**src/rtl/conway_pkg.sv**
```systemverilog
// rtl/conway_pkg.sv - shared FSM state type and neighbourhood sizing for the cell updater
package conway_pkg;

  typedef enum logic [1:0] {
    IDLE   = 2'd0,
    ACCUM  = 2'd1,
    RESULT = 2'd2
  } cell_fsm_e;

  localparam int NEIGHBOR_COUNT = 8;
  localparam int COUNT_W        = 4;

endpackage

```
**src/rtl/cell_rule_eval.sv**
```systemverilog
// rtl/cell_rule_eval.sv - combinational birth/survive decision for one cell
import conway_pkg::*;

module cell_rule_eval #(
  parameter int unsigned BIRTH_COUNT = 3,
  parameter int unsigned SURVIVE_MIN = 2,
  parameter int unsigned SURVIVE_MAX = 3
) (
  input  logic [COUNT_W-1:0] count_i,
  input  logic               alive_i,
  output logic               next_o
);

  localparam logic [COUNT_W-1:0] BIRTH_C = COUNT_W'(BIRTH_COUNT);
  localparam logic [COUNT_W-1:0] SMIN_C  = COUNT_W'(SURVIVE_MIN);
  localparam logic [COUNT_W-1:0] SMAX_C  = COUNT_W'(SURVIVE_MAX);

  always_comb begin
    if (alive_i) next_o = (count_i >= SMIN_C) && (count_i <= SMAX_C);
    else         next_o = (count_i == BIRTH_C);
  end

endmodule

```
**src/rtl/cell_update_serial.sv**
```systemverilog
// rtl/cell_update_serial.sv - serial neighbour accumulator producing next cell state; optional COUNT port via CELL_COUNT_OUT_EN
import conway_pkg::*;

module cell_update_serial #(
  parameter int unsigned BIRTH_COUNT = 3,
  parameter int unsigned SURVIVE_MIN = 2,
  parameter int unsigned SURVIVE_MAX = 3
) (
  input  logic               CLK,
  input  logic               RESET_N,
  input  logic               START,
  input  logic               CELL_STATE,
  input  logic               NBR_VALID,
  input  logic               NBR_BIT,
  output logic               NBR_READY,
  output logic               NEXT_VALID,
  output logic               NEXT_STATE,
  input  logic               NEXT_READY,
`ifdef CELL_COUNT_OUT_EN
  output logic [COUNT_W-1:0] COUNT,
`endif
  output logic               BUSY
);

  localparam logic [COUNT_W-1:0] LAST_BEAT = COUNT_W'(NEIGHBOR_COUNT - 1);

  cell_fsm_e          state_q, state_d;
  logic [COUNT_W-1:0] beat_q, beat_d;
  logic [COUNT_W-1:0] count_q, count_d;
  logic               alive_q, alive_d;
  logic               next_q, next_d;
  logic               rule_next;

  // Fed with count_d so the 8th beat's bit is part of the decision.
  cell_rule_eval #(
    .BIRTH_COUNT(BIRTH_COUNT),
    .SURVIVE_MIN(SURVIVE_MIN),
    .SURVIVE_MAX(SURVIVE_MAX)
  ) u_rule (
    .count_i(count_d),
    .alive_i(alive_q),
    .next_o (rule_next)
  );

  always_ff @(posedge CLK) begin
    if (!RESET_N) begin
      state_q <= IDLE;
      beat_q  <= '0;
      count_q <= '0;
      alive_q <= 1'b0;
      next_q  <= 1'b0;
    end else begin
      state_q <= state_d;
      beat_q  <= beat_d;
      count_q <= count_d;
      alive_q <= alive_d;
      next_q  <= next_d;
    end
  end

  always_comb begin
    state_d = state_q;
    beat_d  = beat_q;
    count_d = count_q;
    alive_d = alive_q;
    next_d  = next_q;
    unique case (state_q)
      IDLE: begin
        if (START) begin
          alive_d = CELL_STATE;
          beat_d  = '0;
          count_d = '0;
          state_d = ACCUM;
        end
      end
      ACCUM: begin
        if (NBR_VALID) begin
          count_d = count_q + COUNT_W'(NBR_BIT);
          beat_d  = beat_q + COUNT_W'(1);
          if (beat_q == LAST_BEAT) begin
            next_d  = rule_next;
            state_d = RESULT;
          end
        end
      end
      RESULT: begin
        if (NEXT_READY) state_d = IDLE;
      end
      default: state_d = IDLE;
    endcase
  end

  assign NBR_READY  = (state_q == ACCUM);
  assign NEXT_VALID = (state_q == RESULT);
  assign NEXT_STATE = next_q;
  assign BUSY       = (state_q != IDLE);
`ifdef CELL_COUNT_OUT_EN
  assign COUNT      = count_q;
`endif

endmodule
```
**config.mk**
```make
export PLATFORM = sky130hd
export DESIGN_NAME = cell_update_serial
export DESIGN_NICKNAME = d
export VERILOG_FILES = /design/src/rtl/conway_pkg.sv /design/src/rtl/cell_rule_eval.sv /design/src/rtl/cell_update_serial.sv
export SDC_FILE = /design/constraint.sdc
export NUM_CORES = 1
export LEC_CHECK = 0
export CELL_PAD_IN_SITES_DETAIL_PLACEMENT = 0
export CELL_PAD_IN_SITES_GLOBAL_PLACEMENT = 2
export CORE_MARGIN = 4
export CORE_UTILIZATION = 29
export CTS_CLUSTER_DIAMETER = 50
export CTS_CLUSTER_SIZE = 28
export DETAILED_ROUTE_END_ITERATION = 8
export HOLD_SLACK_MARGIN = 0.06
export PLACE_DENSITY = 0.79
export SYNTH_ARGS = -nofsm -noshare
export SYNTH_HDL_FRONTEND = slang
export SYNTH_SLANG_ARGS = --single-unit
```
**constraint.sdc**
```tcl
create_clock -name CLK -period 2.1 [get_ports CLK]
set_input_delay 0.21 -clock CLK [delete_from_list [all_inputs] [get_ports CLK]]
set_output_delay 0.21 -clock CLK [all_outputs]
set_load 0.005 [all_outputs]
```
==> qor.csv <==
metric,value,unit
worstSetupPathType,primary input to flip-flop,
endpoint_kind,flip-flop,
syn_inst,75,
cts_buffers,3,
p_per_area,536,nW/µm²
hold_violations,0,
cap_violations,0,
r2r_start,count_q[0],
cts.sinks,12,
routed_via_density,4.83,
overflow,0,
path_buf_inv,1,
drc,0,
drt-pass1-iter-count,4,
final_cell_mix,"12 x dfxtp_1, 10 x nand2_1, 10 x clkdlybuf4s50_1",
cpLargestDelayFamily,compound AO/OA/AOI/OAI gates,
hpwl,1060,µm
clk_path_buf_depth,2,
drv_slew,0,
syn_area,638,µm²
cts_setup_buffers,0,
crit_chain,"clkdlybuf4s50_1, ha_1, ha_1, a32oi_1, a211o_1, a2111o_1, a21boi_1",
period_needed,1.81,ns
grt_first_pass_wirelength,2310,µm
place.gp.congestion,0.721,
vias,560,
startpoint_type,primary input,
synth_flop_cell,dfxtp_1,
clock_latency,0.27,ns
required,2.30,ns
cp-endpoint,NEXT_STATE,
ios,11,
ir_worst_vdd,0.448,mV
p_leak,0.316,nW
root_buffer,clkbuf_4,
nFillCells,221,
grt_max_degree,12,
drive_above_1_share,0.0787,
ant_nets,0,
hp-class,flip-flop to flip-flop,
synth-seq-cells,12,
synth-edff-count,0,
holdWs,0.458,ns
reg2reg_slack,0.35,ns
fin_nets,101,
cts_tree,built,
die_area,3020,µm²
setup_viol,0,
setup_slack,0.291,ns
cp.depth,7,
tightestPinTransition,0.361,ns
min_from,alive_q,
critPathMaxStageDelay,0.42,ns
ys_async_sr_fraction,0,
die_y,54.9,µm
ys_warn_count,0,
drtIter0Drc,4,
first_global_vias,531,
fmax,553,MHz
yosysSeqAreaShare,0.376,
cp-startpoint,NBR_BIT,
htreeDepth,1,
die_w,54.9,µm
initial_core_util,0.316,
cts-resized-gates,0,
avgSynthCellArea,8.51,µm²
critical-path-slowest-cell,clkdlybuf4s50_1,
clkTransAtPathRegs,0.07,ns
wl_per_cell,11.7,µm
ctsHoldBuffers,0,
status,completed,
worstPathArrival,2.01,ns
diodes,0,
layout_commonest_cell,dfxtp_1,
r2r_cells,6,
grtUsageTotal,0.108,
rsz0062_at_grt,no,
synth_nets,85,
r2r-end,NEXT_STATE,
max_slew_margin,0.759,
numPortBuffers,10,
antenna_found_initial,0,
pre_cts_slack,0.0314,ns
core-area,2020,µm²
path_max_fanout,2,
finClkSkew,0.000145,ns
critical_path.most_common_cell,ha_1,
rows,16,
area.growth.synth_to_final,26.7,%
wirelength,1350,µm
fin_crit_sh,0.862,
synth.distinct_cells,30,
finalSetupTns,0,ns
==> metal layers <==
metal / vias up / wire, µm / track usage
li1: 294 / - / -
met1: 253 / 627 / 0.133
met2: 11 / 642 / 0.171
met3: 2 / 71 / 0.0509
met4: 0 / 12 / 0.0243
met5: - / 0 / 0
==> power breakdown <==
group	leakage, nW	switching (mW)	internal, mW	total [mW]
Clock	0.0138	0.0700	0.0663	0.136
Combinational	0.205	0.0285	0.0306	0.0591
Sequential	0.0973	0.00544	0.232	0.238
==> worst register-to-register path: cells and delay by family, from the launching register on <==
kind,cells,cell delay (ns)
AO/OA/AOI/OAI,4,0.89
flip-flops,1,0.33
adder cells (fa/ha/maj),2,0.47
==> stage by stage <==
step	power, mW	utilization	cell area [µm²]	instances
after floorplan	0.272	-	638	75
after global placement	0.302	0.389	786	113
after detailed placement	0.302	0.389	786	113
after CTS	0.442	0.400	808	116
after global routing	0.461	0.400	808	116
final	0.433	0.400	808	116
==> registers in the layout, indices dropped and copies added, names as in the netlist <==
signal,cells
count_q,4
NEXT_STATE,1
alive_q,1
beat_q,4
state_q,2
==> cell type report <==
cell class,count,area [µm²],area share
well taps,27,33.8,0.0418
clock buffers,3,22.5,0.0279
flip-flops and latches,12,240,0.297
multi-input cells,57,374,0.463
inverters,4,15.0,0.0186
repair buffers,13,123,0.152
==> cell usage after synthesis, types with 2 or more instances <==
library cell,instances,area share
nand2b_1,2,0.020
a21boi_1,3,0.035
inv_1,4,0.024
nand2_1,10,0.059
nand4_1,2,0.020
dfxtp_1,12,0.38
nor2b_1,5,0.049
nor2_1,6,0.035
xor2_1,2,0.027
ha_1,3,0.059
nand3_1,3,0.024
a21oi_1,3,0.024
and2_1,2,0.020
o21ai_0,2,0.016
==> worst min path at each step <==
stage               to  slack [ns]  depth (start not counted)
2_1_floorplan  alive_q        0.36                          2
3_3_place_gp   alive_q        0.45                          2
3_5_place_dp   alive_q        0.45                          2
4_1_cts        alive_q        0.46                          2
5_1_grt        alive_q        0.49                          2
6_report       alive_q        0.46                          2
==> kinds of logic (layout without fill, tap and decap cells) <==
logic type / count (synthesis) / after routing / synth area share
AND/OR/NAND/NOR: 34 / 34 / 0.271
AO/OA/AOI/OAI: 17 / 17 / 0.214
flip-flops: 12 / 12 / 0.376
buffers and inverters: 6 / 20 / 0.0372
adder cells (fa/ha/maj): 3 / 3 / 0.0588
XOR/XNOR: 2 / 2 / 0.0275
multiplexers: 1 / 1 / 0.0157
Note: power is estimated with default switching activity, not from simulation.
